[config.mk]
export PLATFORM = sky130hd
export DESIGN_NAME = rr_button_arbiter_flat
export DESIGN_NICKNAME = d
export VERILOG_FILES = /design/src/rtl/rr_button_arbiter_if.sv /design/src/rtl/rr_button_arbiter.sv /design/src/flat_wrapper.sv
export SDC_FILE = /design/constraint.sdc
export NUM_CORES = 1
export LEC_CHECK = 0
export BUFFER_PORTS_ARGS = -buffer_cell sky130_fd_sc_hd__buf_2
export CAP_MARGIN = 20
export CELL_PAD_IN_SITES_DETAIL_PLACEMENT = 0
export CELL_PAD_IN_SITES_GLOBAL_PLACEMENT = 1
export CORE_MARGIN = 2
export CORE_UTILIZATION = 42
export DETAILED_ROUTE_END_ITERATION = 16
export PLACE_DENSITY = 0.82
export SYNTH_ARGS = -nofsm -noshare
export SYNTH_HDL_FRONTEND = slang
export SYNTH_SLANG_ARGS = --single-unit
[constraint.sdc]
create_clock -name hz100 -period 6.2 [get_ports hz100]
set_clock_uncertainty 0.2 [all_clocks]
set_input_delay 1.24 -clock hz100 [delete_from_list [all_inputs] [get_ports hz100]]
set_output_delay 1.24 -clock hz100 [all_outputs]
set_load 0.1 [all_outputs]
[src/rtl/rr_button_arbiter_if.sv]
// Bundle between the pushbutton requesters/consumer and the round-robin arbiter.
// The arbiter connects through the slave modport; the requester/consumer side uses master.
interface rr_button_arbiter_if #(
    parameter int N    = 16,
    parameter int IDXW = 4
);
    logic [N-1:0]    req;
    logic [N-1:0]    grant;
    logic [IDXW-1:0] gidx;
    logic            gvalid;
    logic            expired;
    logic [7:0]      gcount;

    modport master (
        output req,
        input  grant,
        input  gidx,
        input  gvalid,
        input  expired,
        input  gcount
    );

    modport slave (
        input  req,
        output grant,
        output gidx,
        output gvalid,
        output expired,
        output gcount
    );
endinterface

[src/rtl/rr_button_arbiter.sv]
// Round-robin arbiter granting one pushbutton requester at a time, holding the grant
// until release or MAX_HOLD timeout, then rotating priority past the winner.
module rr_button_arbiter #(
    parameter int N        = 16,
    parameter int IDXW     = 4,
    parameter int MAX_HOLD = 100,
    parameter int GAP      = 1
) (
    input  logic                hz100,
    input  logic                reset,
    rr_button_arbiter_if.slave  bus,
    output logic [1:0]          o_dbg_state
);
    // Handshake: req is level-sensitive (no ready); a grant is held while req[gidx]
    // stays high and drops on the first edge that samples it low or on timeout.

    localparam int HW = $clog2(MAX_HOLD + 2);
    localparam int GW = $clog2(GAP + 1);
    localparam logic [HW-1:0] HOLD_LAST = (MAX_HOLD == 0) ? '0 : HW'(MAX_HOLD - 1);
    localparam logic [GW-1:0] GAP_LAST  = GW'(GAP - 1);

    typedef enum logic [1:0] {
        S_IDLE  = 2'd0,
        S_GRANT = 2'd1,
        S_GAPW  = 2'd2
    } state_t;

    state_t          r_state, w_state_nxt;
    logic [N-1:0]    r_grant, w_grant_nxt;
    logic [IDXW-1:0] r_gidx, w_gidx_nxt;
    logic            r_gvalid, w_gvalid_nxt;
    logic            r_expired, w_expired_nxt;
    logic [7:0]      r_gcount, w_gcount_nxt;
    logic [IDXW-1:0] r_ptr, w_ptr_nxt;
    logic [HW-1:0]   r_hold_cnt, w_hold_cnt_nxt;
    logic [GW-1:0]   r_gap_cnt, w_gap_cnt_nxt;

    logic            w_found;
    logic [IDXW-1:0] w_winner;
    logic [IDXW:0]   w_sum;
    logic            w_req_held;
    logic            w_timeout;
    logic [IDXW-1:0] w_ptr_after;

    // Rotating search starting at r_ptr; first hit wins.
    always_comb begin
        w_found  = 1'b0;
        w_winner = '0;
        w_sum    = '0;
        for (int k = 0; k < N; k++) begin
            w_sum = {1'b0, r_ptr} + (IDXW + 1)'(k);
            if (w_sum >= (IDXW + 1)'(N)) begin
                w_sum = w_sum - (IDXW + 1)'(N);
            end
            if (!w_found && bus.req[w_sum[IDXW-1:0]]) begin
                w_found  = 1'b1;
                w_winner = w_sum[IDXW-1:0];
            end
        end
    end

    assign w_req_held  = bus.req[r_gidx];
    assign w_timeout   = (MAX_HOLD != 0) && (r_hold_cnt == HOLD_LAST);
    assign w_ptr_after = (r_gidx == IDXW'(N - 1)) ? '0 : r_gidx + 1'b1;

    always_comb begin
        w_state_nxt    = r_state;
        w_grant_nxt    = r_grant;
        w_gidx_nxt     = r_gidx;
        w_gvalid_nxt   = r_gvalid;
        w_expired_nxt  = 1'b0;
        w_gcount_nxt   = r_gcount;
        w_ptr_nxt      = r_ptr;
        w_hold_cnt_nxt = r_hold_cnt;
        w_gap_cnt_nxt  = r_gap_cnt;

        case (r_state)
            S_IDLE: begin
                if (w_found) begin
                    w_state_nxt           = S_GRANT;
                    w_grant_nxt           = '0;
                    w_grant_nxt[w_winner] = 1'b1;
                    w_gidx_nxt            = w_winner;
                    w_gvalid_nxt          = 1'b1;
                    w_gcount_nxt          = r_gcount + 8'd1;
                    w_hold_cnt_nxt        = '0;
                end
            end

            S_GRANT: begin
                // A dropped request wins over a simultaneous timeout: no expired pulse.
                if (!w_req_held || w_timeout) begin
                    w_state_nxt   = S_GAPW;
                    w_grant_nxt   = '0;
                    w_gvalid_nxt  = 1'b0;
                    w_ptr_nxt     = w_ptr_after;
                    w_gap_cnt_nxt = '0;
                    w_expired_nxt = w_req_held;
                end else if (r_hold_cnt != '1) begin
                    w_hold_cnt_nxt = r_hold_cnt + 1'b1;
                end
            end

            S_GAPW: begin
                if (r_gap_cnt == GAP_LAST) begin
                    w_state_nxt = S_IDLE;
                end else begin
                    w_gap_cnt_nxt = r_gap_cnt + 1'b1;
                end
            end

            default: begin
                w_state_nxt  = S_IDLE;
                w_grant_nxt  = '0;
                w_gidx_nxt   = '0;
                w_gvalid_nxt = 1'b0;
            end
        endcase
    end

    always_ff @(posedge hz100 or negedge reset) begin
        if (!reset) begin
            r_state    <= S_IDLE;
            r_grant    <= '0;
            r_gidx     <= '0;
            r_gvalid   <= 1'b0;
            r_expired  <= 1'b0;
            r_gcount   <= '0;
            r_ptr      <= '0;
            r_hold_cnt <= '0;
            r_gap_cnt  <= '0;
        end else begin
            r_state    <= w_state_nxt;
            r_grant    <= w_grant_nxt;
            r_gidx     <= w_gidx_nxt;
            r_gvalid   <= w_gvalid_nxt;
            r_expired  <= w_expired_nxt;
            r_gcount   <= w_gcount_nxt;
            r_ptr      <= w_ptr_nxt;
            r_hold_cnt <= w_hold_cnt_nxt;
            r_gap_cnt  <= w_gap_cnt_nxt;
        end
    end

    assign bus.grant   = r_grant;
    assign bus.gidx    = r_gidx;
    assign bus.gvalid  = r_gvalid;
    assign bus.expired = r_expired;
    assign bus.gcount  = r_gcount;
    assign o_dbg_state = r_state;

endmodule
[src/flat_wrapper.sv]
// flat-port wrapper written by rule: the top's interface ports become plain ports
module rr_button_arbiter_flat 
#(
    parameter int N        = 16,
    parameter int IDXW     = 4,
    parameter int MAX_HOLD = 100,
    parameter int GAP      = 1
)
  (hz100, reset, o_dbg_state, bus_req, bus_grant, bus_gidx, bus_gvalid, bus_expired, bus_gcount);
  rr_button_arbiter_if #(.N(N), .IDXW(IDXW)) bus_i ();
  input  logic hz100;
  input  logic reset;
  output logic [1:0] o_dbg_state;
  input wire logic [$bits(bus_i.req)-1:0] bus_req;
  output wire logic [$bits(bus_i.grant)-1:0] bus_grant;
  output wire logic [$bits(bus_i.gidx)-1:0] bus_gidx;
  output wire logic [$bits(bus_i.gvalid)-1:0] bus_gvalid;
  output wire logic [$bits(bus_i.expired)-1:0] bus_expired;
  output wire logic [$bits(bus_i.gcount)-1:0] bus_gcount;
  assign bus_i.req = bus_req;
  assign bus_grant = bus_i.grant;
  assign bus_gidx = bus_i.gidx;
  assign bus_gvalid = bus_i.gvalid;
  assign bus_expired = bus_i.expired;
  assign bus_gcount = bus_i.gcount;
  rr_button_arbiter #(.N(N), .IDXW(IDXW), .MAX_HOLD(MAX_HOLD), .GAP(GAP)) u_core (.hz100(hz100), .reset(reset), .bus(bus_i), .o_dbg_state(o_dbg_state));
endmodule
# ---- After elaboration in Yosys (flattened, before gate mapping)
# Index checks and enable logic that the tools add are counted.
dict set report totals {
  register_bits 44
  input_bits 18
  output_inout_bits 32
  wordCells 240
}
dict set report op_classes {
  add_sub_neg 35
  order_cmp 35
  n_eq_ne 10
  muxes 105
  bitwise 2
  reduce_logical 44
}
# cell count
set op_table {}
lappend op_table {{$mux W4} 34}
lappend op_table {{$lt A4 B5 Y1 const B} 18}
lappend op_table {{$ge A5 B5 Y1 const B} 15}
lappend op_table {{$bmux W1 S4} 17}
lappend op_table {{$sub A4 B1 Y4 const B} 16}
lappend op_table {{$pmux W16 S3} 1}
lappend op_table {{$add A4 B4 Y5 const B} 8}
lappend op_table {{$mux W1} 39}
lappend op_table {{$mux W16} 2}
lappend op_table {{$mux W7} 3}
lappend op_table {{$add A4 B3 Y5 const B} 4}
lappend op_table {{$logic_and A1 B1 Y1} 16}
lappend op_table {{$logic_not A1 Y1} 16}
lappend op_table {{$pmux W7 S2} 1}
lappend op_table {{$add A4 B2 Y5 const B} 2}
lappend op_table {{$add A8 B1 Y8 const B} 1}
lappend op_table {{$pmux W4 S2} 1}
lappend op_table {{$reduce_and A2 Y1} 4}
lappend op_table {{$add A7 B1 Y7 const B} 1}
lappend op_table {{$eq A7 B7 Y1 const B} 1}
lappend op_table {{$ne A7 B7 Y1 const B} 1}
lappend op_table {{$mux W2} 3}
lappend op_table {{$ne A2 B1 Y1 const B} 3}
lappend op_table {{$pmux W2 S3} 1}
lappend op_table {{19 further kinds} 23}

# ---- Depth between registers and ports, before layout
# Gate-level depths: netlist of the first run.
dict set report depth {
  ltp_word 56
  ltp_mapped 22
}

# ---- Worst setup path after synthesis of the first run
# Ideal clock, no wire load.
dict set report synth_path {
  path_kind {reg2reg}
  start {reg u_core.r_ptr[1]}
  end {reg u_core.r_grant[5], in the netlist u_core.bus.grant[5]}
  arrival_ns 5.578
  required_ns 5.929
  path_slack_ns 0.351
  path_stages_with_launch 21
  n_path_buf 8
  period_less_slack_ns 5.849
  cell_sequence {dfrtp_1 clkbuf_1 buf_2 buf_2 clkbuf_1 inv_1 ha_1 buf_2 clkbuf_1 mux4_2 mux2i_1 mux2i_1 or4b_1 clkbuf_1 or2_1 buf_2 o41a_1 a221oi_2 a21oi_4 nor3b_2 a32o_1}
}
dict set report synth_between {
  elab_chain_len 56
  elab_cells_between_ends 166
  cone_classes {add/sub (31); order compare (18); eq/ne (1); mux (84); reduce/logical (32)}
}
# item line_no
set synth_lines {}
lappend synth_lines {{start: declaration} rr_button_arbiter.sv:34} ;# logic [IDXW-1:0] r_ptr, w_ptr_nxt;
lappend synth_lines {{start signal: assignment} rr_button_arbiter.sv:139} ;# r_ptr <= w_ptr_nxt;
lappend synth_lines {{branches (longest 56 deep; another with $add A4 B1 Y5)} -}
lappend synth_lines {{end signal: assignment} rr_button_arbiter.sv:134} ;# r_grant <= w_grant_nxt;
lappend synth_lines {{end: declaration} rr_button_arbiter.sv:29} ;# logic [N-1:0] r_grant, w_grant_nxt;
# Several ways; the timed one is not identified. The select of a mux whose other input is x is not followed.
# A chain may end at the register's enable or synchronous reset.

# ---- Worst setup path in the final report of the first run
dict set report layout_path {
  start {in bus_req[1]}
  end {reg u_core.r_grant[5], in the netlist u_core.bus.grant[5]}
}
dict set report layout_between {
  elab_chain_len 54
  elab_cells_between_ends 108
  cone_classes {order compare (2); eq/ne (2); mux (70); reduce/logical (34)}
}
# item line_no
set layout_lines {}
lappend layout_lines {{start: declaration} flat_wrapper.sv:14} ;# input wire logic [$bits(bus_i.req)-1:0] bus_req;
lappend layout_lines {{$bmux W1 S4} rr_button_arbiter.sv:55} ;# if (!w_found && bus.req[w_sum[IDXW-1:0]]) begin
lappend layout_lines {{$mux W1 (implied by the code)} rr_button_arbiter.sv:55}
lappend layout_lines {{$mux W1} rr_button_arbiter.sv:55}
lappend layout_lines {{$logic_not A1 Y1} rr_button_arbiter.sv:55}
lappend layout_lines {{$logic_and A1 B1 Y1} rr_button_arbiter.sv:55}
lappend layout_lines {{$mux W1} rr_button_arbiter.sv:55}
lappend layout_lines {{$logic_not A1 Y1} rr_button_arbiter.sv:55}
lappend layout_lines {{$logic_and A1 B1 Y1} rr_button_arbiter.sv:55}
lappend layout_lines {{[38 not listed]} -}
lappend layout_lines {{$logic_and A1 B1 Y1} rr_button_arbiter.sv:55}
lappend layout_lines {{$mux W4} rr_button_arbiter.sv:55}
lappend layout_lines {{$lt A4 B5 Y1 (implied by the code) / $ge A4 B1 Y1 (equally long branches)} rr_button_arbiter.sv:82} ;# w_grant_nxt[w_winner] = 1'b1;
lappend layout_lines {{$logic_and A1 B1 Y1 (implied by the code)} rr_button_arbiter.sv:82}
lappend layout_lines {{$mux W1 (implied by the code)} rr_button_arbiter.sv:82}
lappend layout_lines {{$demux W1 S4} -}
lappend layout_lines {{$mux W16} rr_button_arbiter.sv:79} ;# if (w_found) begin
lappend layout_lines {{$pmux W16 S3} rr_button_arbiter.sv:77} ;# case (r_state)
# Several ways; a longest one is shown, not always the timed one. The select of a mux whose other input is x is not followed.

==> results of run 1 <==
## through the flow
stage / util [%] / hold WS (ns) / worst slack (ns)
floorplan: - / 0.2829 / 0.3514
global placement: 46.74 / 0.2544 / 0.9849
detailed placement: 46.74 / 0.2526 / 0.8915
CTS: 48.11 / 0.2654 / 1.127
global route: 48.30 / 0.3031 / 0.8894
finish: 48.30 / 0.2592 / 1.092
## worst max-delay path: cells and delay by family
kind,cells,cell delay [ns]
compound gates,5,1.41
buf+inv,2,0.39
mux,1,0.50
simple gates,3,1.58
## worst max path at each step
stage          cells after the start                  end
2_1_floorplan                     20  u_core.bus.grant[5]
3_3_place_gp                      11  u_core.bus.grant[5]
3_5_place_dp                      11  u_core.bus.grant[5]
4_1_cts                           12  u_core.bus.grant[5]
5_1_grt                           12  u_core.bus.grant[5]
6_report                          11  u_core.bus.grant[5]
## synth_stat cells (13+ instances only)
library cell / n / area (sq um)
a21oi_1: 19 / 95.09
a22o_1: 13 / 113.9
clkbuf_1: 18 / 67.56
dfrtp_1: 43 / 1076
ha_1: 13 / 162.7
inv_1: 13 / 48.80
mux2_2: 26 / 292.8
mux2i_1: 30 / 300.3
mux4_2: 34 / 765.7
nand2_1: 46 / 172.7
nand2b_1: 15 / 93.84
nor2_1: 32 / 120.1
nor2b_1: 14 / 87.58
o21ai_0: 29 / 145.1
xnor2_1: 16 / 140.1
## sequential cells by signal (all words and copies together) (netlist names)
signal / flops
u_core.bus.gcount: 8
u_core.bus.gidx: 4
u_core.r_ptr: 4
u_core.bus.gvalid: 1
u_core.bus.grant: 16
u_core.o_dbg_state: 2
u_core.bus.expired: 1
u_core.r_hold_cnt: 7
## per-layer routing
| metal | GRT usage (%) | wire length (um) | part of all wire, % |
|---|---|---|---|
| met1 | 31.48 | 5991 | 41 |
| met4 | 10.54 | 617 | 4.2 |
| met3 | 4.174 | 894 | 6.1 |
| met5 | 0 | 0 | 0 |
| met2 | 41.24 | 7066 | 49 |
## cell type report
cell class | instances | share of cell area (%)
Clock buffer | 5 | 2.369
Clock inverter | 3 | 0.4738
Inverter | 15 | 1.066
Multi-Input combinational cell | 412 | 65.81
Sequential cell | 43 | 20.37
Tap cell | 140 | 3.317
Timing Repair Buffer | 61 | 6.586
## cell families after synthesis
logic type                 count (synthesis)
AOI/OAI and AO/OA                        133
muxes                                     90
buffers and inverters                     46
adders and majority gates                 13
and+or+nand+nor                          152
xor gates and xnor gates                  24
DFF                                       43
==> flow_summary.yaml, run 1 <==
route:
  detail_route.iter0.violations: 396
  dr_total_vias: 4416
  drt-wirelength-per-cell_um: 21.46
  antenna_left: 0
  drc_errors: 0
  via_per_inst: 6.504
  wl_mm: 14.57
  dr.pass1.iters: 5
logic_synthesis:
  synth.ff_latch_count: 43
  synth_xor_area_share_pct: 4.442
  ys_types: 69
  ys_seq_area_share_pct: 22.74
  synth_area_sq_mm: 0.004732
  syn-num-nets: 532
  yosys.area_share.adder_pct: 3.437
  synth-edff-count: 0
  synthSimpleGateAreaFrac_pct: 16.47
  synth_compound_area_share_pct: 20.25
  yosysWarnings: 0
  async_flop_share_pct: 100.0
  synth_top_family_by_area: "multiplexers"
  synthCells: 501
  muxShareOfSynthArea_pct: 28.71
  synth_flop_cell: "dfrtp_1"
  synth_area_per_cell_sq_um: 9.445
critical_path:
  cp-end-kind: "register"
  r2r_cells: 12
  r2r_end: "u_core.bus.grant[5]"
  cp.arrival_ns: 5.13
  startpoint_type: "primary input"
  rrSetupSlack_ns: 1.10
  timing.critical_path.required_ns: 6.22
  critPathKind: "primary input to register"
  worst-path-max-fanout: 9
  cpPeakStageDelay_ns: 0.70
  critPathSlowestCell: "nor3_1"
  reg2reg_from: "u_core.r_ptr[1]"
  crit_chain: "buf_2 > mux4_2 > a22oi_1 > o221ai_1 > nor3_1 > inv_1 > or4_1 > a21oi_1 > a21oi_4 > nor3b_2 > a32o_1"
  setup.worst_path.start: "bus_req[1]"
place:
  portBuffers: 49
  placed_cells: 670
  place_hpwl_mm: 11.04
  gp_congestion: 0.9653
  placed_area_sq_mm: 0.005111
finish:
  regArea_sq_mm: 0.001076
  fillers: 1050
  fin_area_sq_mm: 0.005281
  diodes: 0
  drive_gt1_share_pct: 26.72
  final_cell_mix: "49 x buf_2, 46 x nand2_1, 43 x dfrtp_1"
  nets: 569
  areaGrowthSynthToFinish_pct: 11.61
  stdcell_count: 679
  layout_commonest_cell: "buf_2"
  multiInputGateArea_sq_mm: 0.003476
timing:
  setup_viol: 0
  rsz0062_at_grt: "no"
  worst_pin_slew_ns: 0.9637
  period_share_pct: 82.38
  fmax_ghz: 0.1958
  fin_tns_setup_ns: 0
  period_needed_ns: 5.108
  finalHoldViolCount: 0
  slew_headroom_pct: 35.29
  drv_slew: 0
grt:
  antenna_found_initial: 0
  grt_use_total_pct: 24.67
  overflow: 0
  grt_max_degree: 44
  grt_pass1_vias: 4182
  grt_pass1_wl_mm: 22.79
clock_network:
  cts_buffers: 5
  cts_tree: "yes"
  clock_sinks: 43
  ctsResizeCount: 0
  cts_root_buf: "clkbuf_16"
  worstSkewPairLatency_ns: 0.29
  clk_transition_reported_paths_ns: 0.07
  htreeDepth: 2
  clockBufferDepth: 2
  post_cts.repair.setup_buffers: 0
  ctsHoldBuffers: 0
floorplan:
  die-area_sq_mm: 0.01213
  initial_utilization_pct: 43.27
  core_area_sq_mm: 0.01094
  num_rows: 38
  ios: 50
  die_w_um: 110.1
  die_y_um: 110.1
min_path:
  worstHoldPathType: "register to register"
  worstHoldStart: "u_core.bus.gcount[7]"
  whs_endpoint: "u_core.bus.gcount[7]"
  holdPathStages: 1
run_status:
  status: "finished, final reports clean"
job:
  cap_violations: 0
Power of run 1 is not shown: default switching activity piles up to over one toggle a cycle in this logic, so the estimate is an artifact.
==> inputs of run 2 (changes only) <==
==> constraint.sdc (replaced) <==
create_clock -name hz100 -period 4.65 [get_ports hz100]
set_clock_uncertainty 0.2 [all_clocks]
set_input_delay 0.93 -clock hz100 [delete_from_list [all_inputs] [get_ports hz100]]
set_output_delay 0.93 -clock hz100 [all_outputs]
set_load 0.1 [all_outputs]
==> flow_summary.yaml, run 2 (synthesis results as in run 1) <==
route:
  detail_route.iter0.violations: 400
  antenna_left: 0
  via_per_inst: 6.363
  drt-wirelength-per-cell_um: 20.29
  dr_total_vias: 4505
  dr.pass1.iters: 5
  drc_errors: 0
  wl_mm: 14.37
finish:
  fillers: 1025
  final_cell_mix: "49 x buf_2, 45 x nand2_1, 43 x dfrtp_1"
  diodes: 0
  areaGrowthSynthToFinish_pct: 17.53
  largest_register_ffs: 16
  fin_area_sq_mm: 0.005562
  layout_commonest_cell: "buf_2"
  nets: 598
  drive_gt1_share_pct: 32.04
timing:
  worst_pin_slew_ns: 0.9308
  slew_headroom_pct: 37.95
  holdWs_ns: 0.2612
  finalHoldViolCount: 0
  fmax_ghz: 0.2230
  drv_slew: 0
  setup_viol: 0
  fin_tns_setup_ns: 0
  setup_ws_ns: 0.1666
  period_share_pct: 96.42
  period_needed_ns: 4.483
  rsz0062_at_grt: "no"
critical_path:
  cp.arrival_ns: 4.50
  critPathKind: "register to register"
  startpoint_type: "register"
  timing.critical_path.required_ns: 4.67
  worst-path-max-fanout: 7
  cp-end-kind: "register"
run_status:
  status: "finished, final reports clean"
job:
  cap_violations: 0
grt:
  use_met1_pct: 33.27
  grt_use_met2_pct: 39.18
  grt_pass1_wl_mm: 22.48
  antenna_found_initial: 0
  grt_max_degree: 44
  grt_use_met3_pct: 2.646
  busiest_layer: "met2"
  grt_pass1_vias: 4238
  grt_use_total_pct: 24.09
  overflow: 0
clock_network:
  clockBufferDepth: 2
  worstSkewPairLatency_ns: 0.28
  cts_root_buf: "clkbuf_16"
  cts_buffers: 5
  clock_sinks: 43
  cts_tree: "yes"
  htreeDepth: 2
  clk_transition_reported_paths_ns: 0.06
floorplan:
  die_y_um: 110.1
  core_area_sq_mm: 0.01094
  ios: 50
  die_w_um: 110.1
  initial_utilization_pct: 43.27
  num_rows: 38
  die-area_sq_mm: 0.01213
place:
  portBuffers: 49
  gp_congestion: 0.9770
  pre_cts_slack_ns: 0.09484
  placed_area_sq_mm: 0.005394
  place_hpwl_mm: 11.28
min_path:
  worstHoldPathType: "register to register"
run 2: changes by cell type in the layout (fill, tap and decap cells not counted), moves of 2 or more:
cell / before / now
mux2i_4: 0 / 3
clkinv_4: 2 / 0
buf_4: 11 / 40
mux2i_1: 30 / 26
run 2: per-layer routing:
| layer | wire length (um) | vias up |
|---|---|---|
| met2 | 6809 | 195 |
| li1 | - | 2058 |
| met5 | 0 | - |
| met4 | 490 | 0 |
| met3 | 733 | 39 |
| met1 | 6333 | 2213 |
run 2: final timing paths:
kind                                      startpoint              endpoint  slack, ns  cells after the start
worst max-delay path                 u_core.r_ptr[1]   u_core.bus.grant[5]       0.17                     12
worst min-delay path            u_core.bus.gcount[7]  u_core.bus.gcount[7]       0.26                      1
worst max register to register       u_core.r_ptr[1]   u_core.bus.grant[5]       0.17                     12
worst min register to register  u_core.bus.gcount[7]  u_core.bus.gcount[7]       0.26                      1
max in group asynchronous                      reset    u_core.bus.gidx[0]       3.08                      1
min in group asynchronous                      reset  u_core.r_hold_cnt[1]       0.58                      1
run 2: stage by stage:
stage,instances,utilization (%)
finish,708,50.86
global route,708,50.86
CTS,706,50.69
detailed placement,698,49.32
floorplan,501,-
global placement,698,49.32
run 2: final cells by class:
type / count / area [sq um] / area share, %
Multi-Input combinational cell: 412 / 3541 / 63.67
Timing Repair Buffer: 90 / 556.8 / 10.01
Clock inverter: 3 / 23.77 / 0.4274
Clock buffer: 5 / 125.1 / 2.250
Inverter: 15 / 63.81 / 1.147
Sequential cell: 43 / 1076 / 19.35
Tap cell: 140 / 175.2 / 3.150
run 2: repair_timing:
item                                    CTS  global route
setup buffers                             0             2
gates resized for setup                   0             1
hold buffers                              0             0
endpoints found under the setup margin    0             7
run 2: worst max-delay path, stage by stage, from the launching register on:
cell and delay [ns]:
dfrtp_1 0.52, ha_1 0.34, xor2_1 0.40, buf_4 0.23, mux2i_1 0.26, o22ai_1 0.15, or4b_1 0.56, or2_1 0.31
o41a_1 0.44, a221oi_2 0.33, a21oi_4 0.15, nor3b_2 0.32, a32o_1 0.21
Power of run 2 is left out for the same reason.
==> inputs of run 3 (changes only) <==
--- a/config.mk
+++ b/config.mk
@@ -9,7 +9,7 @@
 export CAP_MARGIN = 20
 export CELL_PAD_IN_SITES_DETAIL_PLACEMENT = 0
 export CELL_PAD_IN_SITES_GLOBAL_PLACEMENT = 1
-export CORE_MARGIN = 2
+export CORE_MARGIN = 3
 export CORE_UTILIZATION = 42
 export DETAILED_ROUTE_END_ITERATION = 16
 export PLACE_DENSITY = 0.82
==> flow_summary.yaml, run 3 (synthesis results as in run 1) <==
clock_network:
  cts_buffers: 5
  ctsHoldBuffers: 0
  clockBufferDepth: 2
  clock_sinks: 43
  cts_tree: "yes"
  htreeDepth: 2
  cts_root_buf: "clkbuf_16"
  post_cts.repair.setup_buffers: 0
  worstSkewPairLatency_ns: 0.28
  clk_transition_reported_paths_ns: 0.06
finish:
  layout_commonest_cell: "buf_2"
  drive_gt1_share_pct: 30.92
  diodes: 0
  fin_area_sq_mm: 0.005495
  areaGrowthSynthToFinish_pct: 16.13
  nets: 583
  fillers: 999
  largest_register_ffs: 16
  multiInputGateArea_sq_mm: 0.003573
  final_cell_mix: "49 x buf_2, 45 x nand2_1, 43 x dfrtp_1"
  regArea_sq_mm: 0.001076
route:
  drc_errors: 0
  drt-wirelength-per-cell_um: 21.05
  wl_mm: 14.59
  detail_route.iter0.violations: 546
  via_per_inst: 6.501
  dr_total_vias: 4505
  dr.pass1.iters: 5
  antenna_left: 0
grt:
  antenna_found_initial: 0
  grt_pass1_wl_mm: 23.00
  grt_use_total_pct: 22.55
  grt_max_degree: 44
  grt_pass1_vias: 4340
  overflow: 0
critical_path:
  rrSetupSlack_ns: 0.22
  setup.worst_path.start: "u_core.r_ptr[1]"
  cp.arrival_ns: 4.40
  crit_end: "u_core.bus.grant[2]"
  critPathKind: "register to register"
  timing.critical_path.required_ns: 4.62
  startpoint_type: "register"
  reg2reg_from: "u_core.r_ptr[1]"
  r2r_end: "u_core.bus.grant[2]"
  cp-end-kind: "register"
  r2r_cells: 13
  worst-path-max-fanout: 8
timing:
  rsz0062_at_grt: "no"
  finalHoldViolCount: 0
  drv_slew: 0
  setup_viol: 0
  worst_pin_slew_ns: 0.9279
  period_needed_ns: 4.432
  fmax_ghz: 0.2256
  period_share_pct: 95.31
  slew_headroom_pct: 38.14
floorplan:
  num_rows: 38
  die_w_um: 112.1
  ios: 50
  initial_utilization_pct: 43.27
  die_y_um: 112.1
  die-area_sq_mm: 0.01258
  core_area_sq_mm: 0.01094
min_path:
  worstHoldPathType: "register to register"
  worstHoldStart: "u_core.bus.gcount[7]"
place:
  gp_congestion: 0.9872
  place_hpwl_mm: 11.36
  portBuffers: 49
  placed_area_sq_mm: 0.005321
job:
  cap_violations: 0
run_status:
  status: "finished, final reports clean"
run 3: metrics by stage:
step	worst slack [ns]	std cells	TNS [ns]	util, %	hold slack [ns]
after floorplan	-0.1145	501	-0.5628	-	0.2829
final	0.2179	693	0	50.25	0.2576
after CTS	0.01696	693	0	49.95	0.2642
after global placement	0.1445	685	0	48.66	0.2492
after detailed placement	0.02001	685	0	48.66	0.2522
after global routing	0.02600	693	0	50.25	0.3024
run 3: timing repair:
item / CTS / global route
endpoints found under the hold margin: 0 / 0
endpoints found under the setup margin: 0 / 27
gates resized for setup: 0 / 6
run 3: layout make-up:
| class | count | area share (%) |
|---|---|---|
| inverter | 15 | 1.161 |
| clock inverter | 2 | 0.2277 |
| clock buffer | 6 | 2.345 |
| timing repair buffer | 75 | 8.470 |
| sequential | 43 | 19.58 |
| tap | 140 | 3.188 |
| multi-input combinational | 412 | 65.03 |
run 3: how the worst min path moves through the flow:
stage / to / cells after the start
floorplan: u_core.r_hold_cnt[1] / 2
global placement: u_core.bus.gcount[7] / 1
detailed placement: u_core.bus.gcount[7] / 1
CTS: u_core.bus.gcount[7] / 1
global route: u_core.bus.grant[11] / 2
finish: u_core.bus.gcount[7] / 1
run 3: routing by layer:
layer | global-route usage (%) | wire [um] | up-vias
li1 | - | - | 2019
met5 | 0 | 0 | -
met4 | 9.615 | 661 | 0
met1 | 29.83 | 5941 | 2179
met3 | 3.235 | 1078 | 59
met2 | 37.03 | 6908 | 248
run 3: critical path, stage by stage (launching register included):
cell and delay, ns:
dfrtp_1 0.44, buf_4 0.18, ha_2 0.24, xor2_2 0.23
buf_4 0.22, mux2i_2 0.32, o22ai_1 0.20, or4b_1 0.55
or2_1 0.33, o41a_1 0.45, a221oi_2 0.32, a21oi_4 0.15
nand2b_1 0.23, o31ai_1 0.26
Power of run 3 is left out for the same reason.
